--- config.mk ---
export PLATFORM = sky130hd
export DESIGN_NAME = multicycle_control_flat
export DESIGN_NICKNAME = d
export VERILOG_FILES = /design/src/rtl/multicycle_control_pkg.sv /design/src/rtl/multicycle_control_if.sv /design/src/rtl/multicycle_control_mem_wait_timer.sv /design/src/rtl/multicycle_control.sv /design/src/flat_wrapper.sv
export SDC_FILE = /design/constraint.sdc
export NUM_CORES = 1
export LEC_CHECK = 0
export CAP_MARGIN = 15
export CORE_MARGIN = 8
export CORE_UTILIZATION = 55
export CTS_CLUSTER_SIZE = 10
export DETAILED_ROUTE_END_ITERATION = 10
export GPL_ROUTABILITY_DRIVEN = 1
export PLACE_DENSITY = 0.94
export SYNTH_ARGS = -nofsm -noshare
export SYNTH_HDL_FRONTEND = slang
export SYNTH_HIERARCHICAL = 1
export SYNTH_SLANG_ARGS = --single-unit
--- constraint.sdc ---
create_clock -name clock -period 6.07 [get_ports clock]
set_clock_uncertainty 0.2 [all_clocks]
set_input_delay 1.821 -clock clock [delete_from_list [all_inputs] [get_ports clock]]
set_output_delay 1.821 -clock clock [all_outputs]
set_load 0.005 [all_outputs]
--- src/rtl/multicycle_control_pkg.sv ---
// Shared constants for the multi-cycle MIPS control sequencer:
// opcodes, state encodings and datapath select codes.
package multicycle_control_pkg;

    localparam logic [5:0] OP_RTYPE = 6'b000000;
    localparam logic [5:0] OP_LW    = 6'b100011;
    localparam logic [5:0] OP_SW    = 6'b101011;
    localparam logic [5:0] OP_BEQ   = 6'b000100;
    localparam logic [5:0] OP_ADDI  = 6'b001000;
    localparam logic [5:0] OP_J     = 6'b000010;

    typedef enum logic [3:0] {
        S_START    = 4'd0,
        S_FETCH    = 4'd1,
        S_DECODE   = 4'd2,
        S_MEMADR   = 4'd3,
        S_MEMRD    = 4'd4,
        S_MEMWB    = 4'd5,
        S_MEMWR    = 4'd6,
        S_RTYPE_EX = 4'd7,
        S_RTYPE_WB = 4'd8,
        S_ADDI_EX  = 4'd9,
        S_ADDI_WB  = 4'd10,
        S_BEQ      = 4'd11,
        S_JUMP     = 4'd12,
        S_FAULT    = 4'd13
    } state_e;

    localparam logic [1:0] SRCB_B   = 2'b00;
    localparam logic [1:0] SRCB_4   = 2'b01;
    localparam logic [1:0] SRCB_IMM = 2'b10;
    localparam logic [1:0] SRCB_BR  = 2'b11;

    localparam logic [1:0] ALU_ADD   = 2'b00;
    localparam logic [1:0] ALU_SUB   = 2'b01;
    localparam logic [1:0] ALU_FUNCT = 2'b10;

    localparam logic [1:0] PCS_ALU = 2'b00;
    localparam logic [1:0] PCS_OUT = 2'b01;
    localparam logic [1:0] PCS_JMP = 2'b10;

    localparam logic [1:0] FC_NONE    = 2'b00;
    localparam logic [1:0] FC_ILLEGAL = 2'b01;
    localparam logic [1:0] FC_TIMEOUT = 2'b10;

    // States that hold the memory port and wait for mem_ready
    function automatic logic is_mem_state(state_e s);
        return (s == S_FETCH) || (s == S_MEMRD) || (s == S_MEMWR);
    endfunction

endpackage

--- src/rtl/multicycle_control_if.sv ---
// Controller <-> datapath bundle: opcode and memory handshake in,
// enables, selects and status out.
interface multicycle_control_if #(parameter int CNT_W = 32);

    logic [5:0]       op;
    logic             mem_ready;
    logic             pc_write;
    logic             pc_write_cond;
    logic             i_or_d;
    logic             mem_read;
    logic             mem_write;
    logic             ir_write;
    logic             mem_to_reg;
    logic             reg_write;
    logic             reg_dst;
    logic             alu_src_a;
    logic [1:0]       alu_src_b;
    logic [1:0]       alu_op;
    logic [1:0]       pc_source;
    logic             fault;
    logic [1:0]       fault_code;
    logic [CNT_W-1:0] retired;
    logic [3:0]       state_dbg;

    modport master (
        input  op, mem_ready,
        output pc_write, pc_write_cond, i_or_d, mem_read, mem_write,
        output ir_write, mem_to_reg, reg_write, reg_dst, alu_src_a,
        output alu_src_b, alu_op, pc_source, fault, fault_code,
        output retired, state_dbg
    );

    modport slave (
        output op, mem_ready,
        input  pc_write, pc_write_cond, i_or_d, mem_read, mem_write,
        input  ir_write, mem_to_reg, reg_write, reg_dst, alu_src_a,
        input  alu_src_b, alu_op, pc_source, fault, fault_code,
        input  retired, state_dbg
    );

endinterface

--- src/rtl/multicycle_control_mem_wait_timer.sv ---
// Counts consecutive memory wait cycles and flags the cycle on which
// the wait budget runs out; MEM_TIMEOUT of 0 never expires.
module mem_wait_timer #(
    parameter int MEM_TIMEOUT = 16
) (
    input  logic clock,
    input  logic reset,
    input  logic waiting,
    input  logic clear,
    output logic expired
);

    localparam int W = (MEM_TIMEOUT < 2) ? 1 : $clog2(MEM_TIMEOUT + 1);
    localparam logic [W-1:0] LIMIT = W'(MEM_TIMEOUT);
    localparam logic [W-1:0] LAST  = W'(MEM_TIMEOUT - 1);

    logic [W-1:0] cnt_q, cnt_d;

    always_comb begin
        cnt_d = cnt_q;
        if (clear)
            cnt_d = '0;
        else if (waiting && cnt_q != LIMIT)
            cnt_d = cnt_q + W'(1);
    end

    // This wait cycle is the one that brings the count to the limit
    assign expired = (MEM_TIMEOUT != 0) && waiting && (cnt_q == LAST);

    always_ff @(negedge clock or posedge reset) begin
        if (reset)
            cnt_q <= '0;
        else
            cnt_q <= cnt_d;
    end

endmodule

--- src/rtl/multicycle_control.sv ---
// Moore sequencer for the multi-cycle MIPS datapath with a shared
// memory port, wait timeout, sticky fault and retired counter.
module multicycle_control
    import multicycle_control_pkg::*;
#(
    parameter int MEM_TIMEOUT = 16,
    parameter int CNT_W       = 32
) (
    input  logic                 clock,
    input  logic                 reset,
    multicycle_control_if.master bus
);

    state_e           state_q, state_d;
    logic             fault_q, fault_d;
    logic [1:0]       fcode_q, fcode_d;
    logic [CNT_W-1:0] retired_q, retired_d;
    logic             waiting, expired, state_chg, retire;

    assign waiting   = is_mem_state(state_q) && !bus.mem_ready;
    assign state_chg = (state_d != state_q);

    mem_wait_timer #(.MEM_TIMEOUT(MEM_TIMEOUT)) u_timer (
        .clock   (clock),
        .reset   (reset),
        .waiting (waiting),
        .clear   (state_chg),
        .expired (expired)
    );

    always_comb begin
        state_d = state_q;
        fcode_d = fcode_q;
        unique case (state_q)
            S_START:    state_d = S_FETCH;
            S_FETCH:    if (bus.mem_ready) state_d = S_DECODE;
            S_DECODE: begin
                case (bus.op)
                    OP_RTYPE:     state_d = S_RTYPE_EX;
                    OP_LW, OP_SW: state_d = S_MEMADR;
                    OP_BEQ:       state_d = S_BEQ;
                    OP_ADDI:      state_d = S_ADDI_EX;
                    OP_J:         state_d = S_JUMP;
                    default: begin
                        state_d = S_FAULT;
                        fcode_d = FC_ILLEGAL;
                    end
                endcase
            end
            S_MEMADR:   state_d = (bus.op == OP_SW) ? S_MEMWR : S_MEMRD;
            S_MEMRD:    if (bus.mem_ready) state_d = S_MEMWB;
            S_MEMWR:    if (bus.mem_ready) state_d = S_FETCH;
            S_RTYPE_EX: state_d = S_RTYPE_WB;
            S_ADDI_EX:  state_d = S_ADDI_WB;
            S_MEMWB, S_RTYPE_WB, S_ADDI_WB, S_BEQ, S_JUMP:
                        state_d = S_FETCH;
            default:    state_d = S_FAULT;
        endcase
        if (expired) begin
            state_d = S_FAULT;
            fcode_d = FC_TIMEOUT;
        end
        fault_d = fault_q || (state_d == S_FAULT);
    end

    // Any return to FETCH other than the boot step completes an instruction
    assign retire    = (state_d == S_FETCH) &&
                       (state_q != S_START) && (state_q != S_FETCH);
    assign retired_d = retire ? retired_q + CNT_W'(1) : retired_q;

    always_ff @(negedge clock or posedge reset) begin
        if (reset) begin
            state_q   <= S_START;
            fault_q   <= 1'b0;
            fcode_q   <= FC_NONE;
            retired_q <= '0;
        end else begin
            state_q   <= state_d;
            fault_q   <= fault_d;
            fcode_q   <= fcode_d;
            retired_q <= retired_d;
        end
    end

    always_comb begin
        bus.pc_write      = 1'b0;
        bus.pc_write_cond = 1'b0;
        bus.i_or_d        = 1'b0;
        bus.mem_read      = 1'b0;
        bus.mem_write     = 1'b0;
        bus.ir_write      = 1'b0;
        bus.mem_to_reg    = 1'b0;
        bus.reg_write     = 1'b0;
        bus.reg_dst       = 1'b0;
        bus.alu_src_a     = 1'b0;
        bus.alu_src_b     = SRCB_B;
        bus.alu_op        = ALU_ADD;
        bus.pc_source     = PCS_ALU;
        unique case (state_q)
            S_FETCH: begin
                bus.mem_read  = 1'b1;
                bus.alu_src_b = SRCB_4;
                bus.ir_write  = bus.mem_ready;
                bus.pc_write  = bus.mem_ready;
            end
            S_DECODE:   bus.alu_src_b = SRCB_BR;
            S_MEMADR, S_ADDI_EX: begin
                bus.alu_src_a = 1'b1;
                bus.alu_src_b = SRCB_IMM;
            end
            S_MEMRD: begin
                bus.mem_read = 1'b1;
                bus.i_or_d   = 1'b1;
            end
            S_MEMWB: begin
                bus.reg_write  = 1'b1;
                bus.mem_to_reg = 1'b1;
            end
            S_MEMWR: begin
                bus.mem_write = 1'b1;
                bus.i_or_d    = 1'b1;
            end
            S_RTYPE_EX: begin
                bus.alu_src_a = 1'b1;
                bus.alu_op    = ALU_FUNCT;
            end
            S_RTYPE_WB: begin
                bus.reg_write = 1'b1;
                bus.reg_dst   = 1'b1;
            end
            S_ADDI_WB:  bus.reg_write = 1'b1;
            S_BEQ: begin
                bus.alu_src_a     = 1'b1;
                bus.alu_op        = ALU_SUB;
                bus.pc_write_cond = 1'b1;
                bus.pc_source     = PCS_OUT;
            end
            S_JUMP: begin
                bus.pc_write  = 1'b1;
                bus.pc_source = PCS_JMP;
            end
            default: ;
        endcase
    end

    assign bus.fault      = fault_q;
    assign bus.fault_code = fcode_q;
    assign bus.retired    = retired_q;
    assign bus.state_dbg  = state_q;

endmodule

--- src/flat_wrapper.sv ---
// flat-port wrapper written by rule: the top's interface ports become plain ports
module multicycle_control_flat import multicycle_control_pkg::*;
#(
    parameter int MEM_TIMEOUT = 16,
    parameter int CNT_W       = 32
)
  (clock, reset, bus_op, bus_mem_ready, bus_pc_write, bus_pc_write_cond, bus_i_or_d, bus_mem_read, bus_mem_write, bus_ir_write, bus_mem_to_reg, bus_reg_write, bus_reg_dst, bus_alu_src_a, bus_alu_src_b, bus_alu_op, bus_pc_source, bus_fault, bus_fault_code, bus_retired, bus_state_dbg);
  multicycle_control_if #(.CNT_W(CNT_W)) bus_i ();
  input  logic clock;
  input  logic reset;
  input wire logic [$bits(bus_i.op)-1:0] bus_op;
  input wire logic [$bits(bus_i.mem_ready)-1:0] bus_mem_ready;
  output wire logic [$bits(bus_i.pc_write)-1:0] bus_pc_write;
  output wire logic [$bits(bus_i.pc_write_cond)-1:0] bus_pc_write_cond;
  output wire logic [$bits(bus_i.i_or_d)-1:0] bus_i_or_d;
  output wire logic [$bits(bus_i.mem_read)-1:0] bus_mem_read;
  output wire logic [$bits(bus_i.mem_write)-1:0] bus_mem_write;
  output wire logic [$bits(bus_i.ir_write)-1:0] bus_ir_write;
  output wire logic [$bits(bus_i.mem_to_reg)-1:0] bus_mem_to_reg;
  output wire logic [$bits(bus_i.reg_write)-1:0] bus_reg_write;
  output wire logic [$bits(bus_i.reg_dst)-1:0] bus_reg_dst;
  output wire logic [$bits(bus_i.alu_src_a)-1:0] bus_alu_src_a;
  output wire logic [$bits(bus_i.alu_src_b)-1:0] bus_alu_src_b;
  output wire logic [$bits(bus_i.alu_op)-1:0] bus_alu_op;
  output wire logic [$bits(bus_i.pc_source)-1:0] bus_pc_source;
  output wire logic [$bits(bus_i.fault)-1:0] bus_fault;
  output wire logic [$bits(bus_i.fault_code)-1:0] bus_fault_code;
  output wire logic [$bits(bus_i.retired)-1:0] bus_retired;
  output wire logic [$bits(bus_i.state_dbg)-1:0] bus_state_dbg;
  assign bus_i.op = bus_op;
  assign bus_i.mem_ready = bus_mem_ready;
  assign bus_pc_write = bus_i.pc_write;
  assign bus_pc_write_cond = bus_i.pc_write_cond;
  assign bus_i_or_d = bus_i.i_or_d;
  assign bus_mem_read = bus_i.mem_read;
  assign bus_mem_write = bus_i.mem_write;
  assign bus_ir_write = bus_i.ir_write;
  assign bus_mem_to_reg = bus_i.mem_to_reg;
  assign bus_reg_write = bus_i.reg_write;
  assign bus_reg_dst = bus_i.reg_dst;
  assign bus_alu_src_a = bus_i.alu_src_a;
  assign bus_alu_src_b = bus_i.alu_src_b;
  assign bus_alu_op = bus_i.alu_op;
  assign bus_pc_source = bus_i.pc_source;
  assign bus_fault = bus_i.fault;
  assign bus_fault_code = bus_i.fault_code;
  assign bus_retired = bus_i.retired;
  assign bus_state_dbg = bus_i.state_dbg;
  multicycle_control #(.MEM_TIMEOUT(MEM_TIMEOUT), .CNT_W(CNT_W)) u_core (.clock(clock), .reset(reset), .bus(bus_i));
endmodule
==> impl_metrics.csv, run 1 <==
group,metric,value,unit
outcome,outcome,"stopped before the end",
synth,ys_seq_elements,44,
synth,synth_area_per_cell,10.44,µm²
synth,yosys-top-cells-count,"dfrtn_1, xnor2_1, nor2_1",
placed_design,port_buffers,63,
floorplanning,io_pins,64,
synth,synthesis.nets,283,
floorplanning,die_x,87.59,µm
synth,synth_ff_type,"dfrtn_1",
synth,synthArstFlopShare,100.0,%
cts,cts_resized,230,
synth,netlist_instances,270,
synth,synth_top_area_share,39.06,%
floorplanning,rows,26,
outcome,stop_stage,"clock tree synthesis",
cts,cts_hold_buffers,0,
cts,h-tree-depth,2,
synth,ys_top_cells_by_area,"dfrtn_1, xnor2_1, xor2_1",
synth,yosysWarnings,6,
synth,synth_edf_count,0,
placed_design,dp.final_hpwl,7312,µm
placed_design,place_area,0.004185,mm²
synth,yosysUniqueCellTypes,62,
synth,synth_top_cell_by_area,"dfrtn_1",
synth,synth.yosys.seq_area_share,39.06,%
cts,cts.sinks,44,
cts,cts-root-buf,"clkbuf_8",
synth,synth.most_common_cell,"dfrtn_1",
cts,cts_setup_buffers,63,
cts,cts-buffers-inserted,5,
floorplanning,dieHeight,87.59,µm
floorplanning,start_util,55.91,%
placed_design,place_congestion,0.8604,
synth,synth_area,0.002819,mm²
outcome,error,"[ERROR DPL-0033] detailed placement checks failed during check placement.",
cts,clock_path_buffers,2,
-- cell families after synthesis --
family / share of synthesized area, %
and+or+nand+nor: 29.38
DFF: 39.06
xor gates and xnor gates: 11.50
AOI/OAI and AO/OA: 9.987
buffers and inverters: 5.770
muxes: 2.175
adders and majority gates: 2.131
-- metrics by stage --
stage	setup slack [ns]	std cells	utilization (%)	setup TNS (ns)	hold WS, ns
detailed placement	-2.108	465	83.00	-81.07	0.2294
floorplan	-0.9600	270	-	-32.12	0.2193
global placement	-1.870	465	83.00	-74.64	0.2164
==> run 2: changes to the inputs <==
- CORE_UTILIZATION: 55 -> 40
- CTS_CLUSTER_SIZE: 10 -> unset
- PLACE_DENSITY: 0.94 -> unset
- PLACE_DENSITY_LB_ADDON: unset -> 0.15
==> run 2 against run 1 <==
  * The flow now finishes, with violations (negative setup slack)
  * Synthesized cell count unchanged
  * Area after synthesis did not move
==> impl_metrics.csv, run 2 <==
group,metric,value,unit
sta,rsz0062_at_grt,"true",
synth,synth_top_area_share,39.06,%
layout,drive_above_1_share,55.70,%
cts,cts-buffers-inserted,5,
synth,ys_seq_elements,44,
detailed_routing,wl,9239,µm
floorplanning,dieHeight,99.95,µm
placed_design,dp.cells,493,
outcome,outcome,"finished with violations",
worst_setup_path,cp_max_fo,8,
cts,h-tree-depth,2,
worst_setup_path,path_cells,"buf_6, or4_4, a211oi_4, buf_4, o21ai_2, a221o_1, xnor2_1, nand4_1, buf_6, nor2_1, mux2_4",
cts,cts_tree,"built",
cts,cts-root-buf,"clkbuf_8",
global_routing,overflow,0,
synth,synth_area,0.002819,mm²
synth,synth_area_per_cell,10.44,µm²
sta,max-slew-margin-rel,61.90,%
placed_design,dp.final_hpwl,5712,µm
detailed_routing,drc,0,
cts,clk_latency,0.30,ns
placed_design,place_congestion,0.7812,
worst_setup_path,critical-path-max-stage-delay,0.53,ns
worst_setup_path,cp_data_arrival_time,3.96,ns
global_routing,grt_max_degree,40,
synth,yosysUniqueCellTypes,62,
floorplanning,rows,30,
sta,tightest_slew,0.5703,ns
layout,num-fill-cells,459,
layout,nets,486,
outcome,violations,"negative setup slack",
placed_design,port_buffers,63,
power,vdd_drop_max,0.2438,mV
global_routing,grt_pass1_vias,2990,
floorplanning,die_x,99.95,µm
synth,ys_top_cells_by_area,"dfrtn_1, xnor2_1, xor2_1",
min_path,hold_path_class,"reg -> reg",
global_routing,track_usage,17.90,%
detailed_routing,via_per_inst,4.944,
worst_setup_path,worstSetupPathType,"in -> reg",
detailed_routing,ant_nets,0,
sta,setup_viol,62,
worst_setup_path,crit_top_cell,"buf_6",
worst_setup_path,crit_path_start_kind,"input pin",
sta,setup_tns,-40.62,ns
power,power_leakage,2.542,nW
floorplanning,dieArea,0.009990,mm²
synth,synth_edf_count,0,
layout,synthToLayoutAreaGrowth,84.33,%
layout,largest_reg_flops,32,
worst_setup_path,cp.required,2.99,ns
detailed_routing,vias,2818,
sta,setup_slack,-0.9732,ns
global_routing,grt_first_pass_wirelength,14540,µm
sta,hold_ws,0.2409,ns
cts,clock_path_buffers,2,
global_routing,antenna_found_initial,0,
synth,synth.most_common_cell,"dfrtn_1",
synth,netlist_instances,270,
floorplanning,io_pins,64,
flow_run,drv_cap,0,
synth,synth.yosys.seq_area_share,39.06,%
layout,antenna_cells,0,
cts,cts.sinks,44,
sta,hold_viol_final,0,
cts,clkTransAtPathRegs,0.06,ns
floorplanning,start_util,41.49,%
power,pwr_density_cell,418.0,mW/mm²
synth,synthesis.nets,283,
floorplanning,core_area,0.006794,mm²
synth,yosys-top-cells-count,"dfrtn_1, xnor2_1, nor2_1",
layout,stdcell_count,570,
synth,yosysWarnings,6,
synth,synthArstFlopShare,100.0,%
detailed_routing,avgRoutedWirePerCell,16.21,µm
cts,cts_hold_buffers,0,
detailed_routing,drtIter0Drc,91,
detailed_routing,first_pass_iters,4,
synth,synth_ff_type,"dfrtn_1",
worst_setup_path,slowest_stage,"or4_4",
synth,synth_top_cell_by_area,"dfrtn_1",
worst_setup_path,end_kind,"flip-flop",
sta,final_max_slew_viol_count,0,
layout,final_cell_mix,"buf_4, buf_6, dfrtn_1",
layout,final_common_cell,"buf_4",
==> run 2: cell counts after synthesis <==
No cell type changed its count.
==> run 2: kinds of logic (layout without fill, tap and decap cells) <==
group                    Yosys count  after routing  share of synthesized area, %
multiplexers                       5              5                         2.175
adder cells (fa/ha/maj)            5              5                         2.131
XOR/XNOR                          37             37                         11.50
AO/OA/AOI/OAI                     30             30                         9.987
AND/OR/NAND/NOR                  123            123                         29.38
flip-flops                        44             44                         39.06
buffers and inverters             26            230                         5.770
==> run 2: report_power, final <==
part | total (mW) | switching [mW] | internal, mW | leakage (nW)
Clock | 0.233 | 0.109 | 0.124 | 0.0548
Combinational | 1.58 | 0.724 | 0.851 | 1.91
Sequential | 0.363 | 0.0314 | 0.332 | 0.582
==> run 2: layout make-up <==
| cell class | count | area [µm²] | share of cell area, % |
|---|---|---|---|
| multi-input combinational | 200 | 1941 | 37.35 |
| timing repair buffer | 209 | 1868 | 35.95 |
| sequential | 44 | 1101 | 21.19 |
| tap | 96 | 120.1 | 2.312 |
| clock buffer | 5 | 68.82 | 1.324 |
| inverter | 13 | 51.30 | 0.9872 |
| clock inverter | 3 | 46.29 | 0.8909 |
==> run 2: per-stage QoR <==
| step | setup WS (ns) | power, mW | utilization, % | cell area, µm² |
|---|---|---|---|---|
| 5_1_grt | -1.027 | 2.288 | 76.48 | 5196 |
| 4_1_cts | -0.9213 | 2.006 | 72.56 | 4930 |
| 6_report | -0.9732 | 2.172 | 76.48 | 5196 |
| 2_1_floorplan | -0.9600 | 1.021 | - | 3028 |
| 3_3_place_gp | -1.884 | 1.416 | 62.30 | 4233 |
| 3_5_place_dp | -1.941 | 1.436 | 62.30 | 4233 |
==> run 2: routing by layer <==
layer  wire length [µm]  global-route usage (%)  up-vias  part of all wire (%)
met5                  0                       0        -                     0
met4                155                   4.889        0                   1.7
met3                345                   3.875       15                   3.7
met2               4718                   31.91       56                    51
met1               4019                   20.98     1380                    44
li1                   -                       -     1367                     -
==> run 2: critical path, delay by kind of cell <==
family,cells,cell delay [ns]
AO/OA/AOI/OAI,3,0.62
AND/OR/NAND/NOR,3,0.71
multiplexers,1,0.26
XOR/XNOR,1,0.15
buffers and inverters,3,0.39
==> run 2: path summary, 6_finish.rpt <==
check,start,end,slack [ns],cells past startpoint
max,bus_op[3],u_core/u_timer/cnt_q[0],-0.97,11
min,u_core/bus.fault_code[1],u_core/bus.fault_code[1],0.24,1
max reg2reg,u_core/bus.state_dbg[3],u_core/bus.retired[13],2.88,15
min reg2reg,u_core/bus.fault_code[1],u_core/bus.fault_code[1],0.24,1
max in group asynchronous,reset,u_core/bus.retired[26],0.82,3
min in group asynchronous,reset,u_core/u_timer/cnt_q[3],4.46,2
==> run 2: what timing repair did <==
item / CTS / global route
setup buffers: 52 / 27
pin swaps: 47 / 24
gates resized for setup: 218 / 46
endpoints found under the setup margin: 99 / 72
Power figures use the tool's default switching activity.
==> run 3: changes to the inputs <==
- CAP_MARGIN: 15 -> 20
- HOLD_SLACK_MARGIN: unset -> 0.03
- TNS_END_PERCENT: unset -> 50
==> run 3 against run 2 <==
  * The run still ends with negative setup slack left
  * Design area shrank 1.6%
  * Global-route usage shrank 0.44 points
  * Total power shrank 1.9%
  * Largest cell class unchanged
  * Largest power group unchanged
==> impl_metrics.csv, run 3 (same netlist as run 2, synthesis figures left out) <==
group,metric,value,unit
global_routing,met1_usage,21.23,%
global_routing,grt_first_pass_wirelength,14180,µm
floorplanning,core_area,0.006794,mm²
global_routing,overflow,0,
cts,clk_latency,0.31,ns
cts,clock_path_buffers,2,
outcome,outcome,"finished with violations",
layout,nets,466,
layout,layout.area.seq,0.001101,mm²
flow_run,drv_cap,0,
power,seq_power_share,16.9,%
global_routing,grt_use_met3,4.567,%
power,vdd_drop_max,0.2377,mV
layout,synthToLayoutAreaGrowth,81.40,%
min_path,hold_path_class,"reg -> reg",
layout,num-fill-cells,449,
layout,drive_above_1_share,52.86,%
placed_design,port_buffers,63,
worst_setup_path,cp_max_fo,8,
power,p_int,1.276,mW
placed_design,place_congestion,0.7966,
detailed_routing,via_per_inst,5.042,
worst_setup_path,rr_startpoint,"u_core/bus.state_dbg[2]",
worst_setup_path,worstSetupPathType,"in -> reg",
min_path,whs_endpoint,"u_core/bus.retired[31]",
worst_setup_path,path_delay_family,"compound AO/OA/AOI/OAI gates",
sta,hold_viol_final,0,
min_path,hp-start,"u_core/bus.retired[31]",
layout,design_area,0.005114,mm²
detailed_routing,vias,2773,
cts,cts-buffers-inserted,5,
worst_setup_path,critical-path-max-stage-delay,0.54,ns
layout,largest_reg_flops,32,
cts,cts_tree,"built",
power,p_clk_share,10.9,%
floorplanning,io_pins,64,
detailed_routing,avgRoutedWirePerCell,16.39,µm
layout,multi_input_comb_area,0.001929,mm²
power,p_sw,855.9,µW
power,power_leakage,2.889,nW
worst_setup_path,crit_path_start_kind,"input pin",
sta,setup_tns,-36.78,ns
cts,h-tree-depth,2,
placed_design,dp.final_hpwl,5582,µm
worst_setup_path,reg2reg_to,"u_core/bus.retired[1]",
floorplanning,dieHeight,99.95,µm
sta,final_max_slew_viol_count,0,
worst_setup_path,cp_data_arrival_time,3.88,ns
layout,final_common_cell,"buf_4",
global_routing,grt_pass1_vias,2868,
worst_setup_path,worst-path-buf-inv,2,
sta,setup_slack,-0.8901,ns
detailed_routing,drtIter0Drc,77,
cts,cts-root-buf,"clkbuf_8",
floorplanning,start_util,41.49,%
worst_setup_path,slowest_stage,"or4_4",
cts,cts_hold_buffers,0,
global_routing,grt_max_degree,40,
detailed_routing,ant_nets,0,
sta,hold_ws,0.2238,ns
global_routing,track_usage,17.46,%
detailed_routing,wl,9015,µm
power,pwr-share-comb,72.2,%
power,power,2.132,mW
power,switching_share,40.16,%
worst_setup_path,r2r_setup_slack,2.98,ns
worst_setup_path,ff2ff_path_depth,13,
sta,setup_viol,61,
placed_design,place_area,0.004168,mm²
detailed_routing,first_pass_iters,4,
power,pwr_density_cell,416.8,mW/mm²
floorplanning,rows,30,
global_routing,met2_usage,28.78,%
sta,rsz0062_at_grt,"true",
worst_setup_path,end_kind,"flip-flop",
outcome,violations,"negative setup slack",
global_routing,grt_most_used_layer,"met2",
cts,clkTransAtPathRegs,0.06,ns
worst_setup_path,path_cells,"buf_8, or4_4, a211oi_4, o21ai_1, a221o_1, xnor2_1, nand4_1, buf_6, nor2_1, mux2_4",
floorplanning,dieArea,0.009990,mm²
detailed_routing,drc,0,
floorplanning,die_x,99.95,µm
sta,tightest_slew,0.5899,ns
sta,max-slew-margin-rel,60.53,%
layout,antenna_cells,0,
min_path,holdPathStages,1,
cts,cts.sinks,44,
global_routing,antenna_found_initial,0,
worst_setup_path,cp.required,2.99,ns
layout,final_cell_mix,"buf_4, dfrtn_1, buf_6",
run 3: cell types whose count changed in the layout (fill, tap and decap cells not counted), moves of 6 or more:
cell             previous run  this run
buf_4                      98        88
clkdlybuf4s15_1             6         0
dlymetal6s2s_1              0        36
dlygate4sd2_1              29         1
buf_6                      53        41
run 3: layer usage:
layer / vias to the layer above / wire [µm] / share of wire [%]
li1: 1331 / - / -
met1: 1357 / 3752 / 42
met3: 13 / 468 / 5.2
met2: 72 / 4596 / 51
met5: - / 0 / 0
met4: 0 / 197 / 2.2
run 3: power by group through the flow:
stage / Sequential [mW] / Combinational (mW) / Clock, mW
after floorplan: 0.373 / 0.595 / 0
after global placement: 0.365 / 1.03 / 0
after detailed placement: 0.364 / 1.05 / 0
after CTS: 0.363 / 1.31 / 0.239
after global routing: 0.366 / 1.63 / 0.250
final: 0.360 / 1.54 / 0.231
run 3: how the worst max path moves through the flow:
stage / from / endpoint / slack (ns) / cells past startpoint
floorplan: bus_op[5] / u_core/u_timer/cnt_q[2] / -0.96 / 8
global placement: bus_op[5] / u_core/u_timer/cnt_q[0] / -1.58 / 9
detailed placement: bus_op[5] / u_core/u_timer/cnt_q[1] / -1.64 / 9
CTS: bus_op[5] / u_core/u_timer/cnt_q[0] / -0.87 / 10
global route: bus_op[5] / u_core/u_timer/cnt_q[0] / -0.94 / 10
finish: bus_op[5] / u_core/u_timer/cnt_q[0] / -0.89 / 10
run 3: what timing repair did:
action                     in CTS  in global routing
resized for setup             131                108
gates cloned                    1                  0
pin swaps                      38                 32
setup endpoints to repair      99                 98
hold endpoints to repair        0                  0
setup buffers                  34                 23
run 3: cell type report:
class	instances	area share [%]
Timing Repair Buffer	189	35.16
Multi-Input combinational cell	200	37.73
Tap cell	96	2.349
Clock inverter	3	0.9298
Clock buffer	5	1.346
Inverter	13	0.9542
Sequential cell	44	21.53
run 3: per-stage QoR:
stage | setup slack (ns) | cells | utilization [%]
after global placement | -1.575 | 491 | 61.34
after CTS | -0.8739 | 533 | 69.08
after detailed placement | -1.639 | 491 | 61.34
final | -0.8901 | 550 | 75.27
after global routing | -0.9394 | 550 | 75.27
after floorplan | -0.9612 | 270 | -
==> run 4: changes to the inputs <==
- CORE_MARGIN: 8 -> 1
==> run 4 against run 3 <==
  * The run still ends with negative setup slack left
  * Sequential cell count is the same
  * Total power grew 3.6%
  * Global-route usage grew 5.7 points
  * Routed wire length shrank 3.6%
  * Largest cell class unchanged
  * Largest power group unchanged
==> impl_metrics.csv, run 4 (same netlist as run 2, synthesis figures left out) <==
group,metric,value,unit
detailed_routing,vias,2800,
sta,rsz0062_at_grt,"true",
global_routing,track_usage,23.15,%
worst_setup_path,cp_max_fo,5,
floorplanning,rows,30,
placed_design,dp.final_hpwl,5095,µm
power,power_leakage,2.400,nW
sta,tightest_slew,0.6667,ns
detailed_routing,wl,8694,µm
cts,clock_path_buffers,2,
worst_setup_path,cp.required,2.98,ns
floorplanning,dieHeight,85.95,µm
layout,drive_above_1_share,51.93,%
detailed_routing,ant_nets,0,
outcome,outcome,"finished with violations",
floorplanning,die_x,85.95,µm
power,vdd_drop_max,0.2194,mV
layout,final_cell_mix,"buf_4, dfrtn_1, buf_6",
cts,clkTransAtPathRegs,0.06,ns
min_path,hold_path_class,"reg -> reg",
worst_setup_path,end_kind,"flip-flop",
sta,final_max_slew_viol_count,0,
flow_run,drv_cap,0,
power,pwr_density_cell,443.5,mW/mm²
cts,cts_tree,"built",
worst_setup_path,cp_data_arrival_time,3.98,ns
worst_setup_path,worstSetupPathType,"in -> reg",
global_routing,grt_pass1_vias,2788,
sta,max-slew-margin-rel,55.39,%
cts,clk_latency,0.30,ns
layout,nets,453,
floorplanning,core_area,0.006794,mm²
layout,stdcell_count,537,
cts,cts-root-buf,"clkbuf_8",
placed_design,dp.cells,488,
power,power,2.209,mW
outcome,violations,"negative setup slack",
layout,synthToLayoutAreaGrowth,76.65,%
floorplanning,io_pins,64,
detailed_routing,avgRoutedWirePerCell,16.19,µm
detailed_routing,drtIter0Drc,77,
placed_design,place_congestion,0.8056,
cts,cts-buffers-inserted,5,
sta,hold_viol_final,0,
floorplanning,dieArea,0.007387,mm²
cts,cts.sinks,44,
worst_setup_path,crit_path_start_kind,"input pin",
layout,design_area,0.004980,mm²
global_routing,grt_max_degree,40,
layout,antenna_cells,0,
layout,largest_reg_flops,32,
detailed_routing,first_pass_iters,4,
global_routing,antenna_found_initial,0,
sta,setup_tns,-42.85,ns
layout,final_common_cell,"buf_4",
global_routing,overflow,0,
sta,setup_viol,62,
cts,h-tree-depth,2,
detailed_routing,drc,0,
cts,cts_hold_buffers,0,
placed_design,place_area,0.004133,mm²
global_routing,grt_first_pass_wirelength,13410,µm
floorplanning,start_util,41.49,%
placed_design,port_buffers,63,
sta,setup_slack,-1.004,ns
detailed_routing,via_per_inst,5.214,
## run 4: path summary, 6_finish.rpt
kind | depth (start not counted) | from | end | slack, ns
worst min register to register | 1 | u_core/bus.retired[31] | u_core/bus.retired[31] | 0.23
worst max-delay path | 12 | bus_op[0] | u_core/bus.retired[24] | -1.00
worst min-delay path | 1 | u_core/bus.retired[31] | u_core/bus.retired[31] | 0.23
max in group asynchronous | 3 | reset | u_core/bus.fault_code[1] | 0.81
worst max register to register | 16 | u_core/bus.state_dbg[0] | u_core/bus.retired[19] | 2.70
min in group asynchronous | 2 | reset | u_core/u_timer/cnt_q[3] | 4.48
## run 4: per-stage QoR
stage | setup WS [ns] | hold WS [ns] | utilization (%)
after floorplan | -0.9612 | 0.2193 | -
after global placement | -2.046 | 0.2150 | 60.72
after detailed placement | -1.854 | 0.2288 | 60.83
after CTS | -1.025 | 0.2332 | 70.15
after global routing | -1.063 | 0.2546 | 73.30
final | -1.004 | 0.2321 | 73.30
## run 4: cell type report
type | count | area, µm²
clock inverters | 1 | 30.03
clock buffers | 7 | 96.34
flip-flops and latches | 44 | 1101
multi-input cells | 200 | 1924
well taps | 96 | 120.1
repair buffers | 176 | 1657
fillers | 496 | 1814
inverters | 13 | 51.30
## run 4: power breakdown
part	total, mW	internal (mW)	switching (mW)
Combinational	1.60	0.867	0.733
Clock	0.244	0.145	0.0989
Sequential	0.364	0.332	0.0322
Total	2.21	1.34	0.864
## run 4: per-layer routing
| layer | GRT usage (%) | vias to the layer above | wire length, µm |
|---|---|---|---|
| met3 | 4.331 | 26 | 404 |
| met1 | 28.01 | 1371 | 3646 |
| li1 | - | 1305 | - |
| met2 | 40.26 | 98 | 4423 |
| met5 | 0 | - | 0 |
| met4 | 9.848 | 0 | 219 |
## run 4: critical path, stage by stage
cell and delay (ns):
buf_6 0.09, buf_6 0.10, or3_4 0.39, or4b_4 0.50
a221oi_4 0.31, buf_4 0.18, nor4_4 0.04, buf_4 0.16
buf_8 0.13, buf_4 0.12, nand3_2 0.05, xnor2_1 0.07
## run 4: timing repair
action | 4_1_cts | 5_1_grt
resized for setup | 198 | 44
setup buffers | 31 | 11
cloned | 3 | 1
endpoints found under the setup margin | 99 | 69
pin swaps | 43 | 40
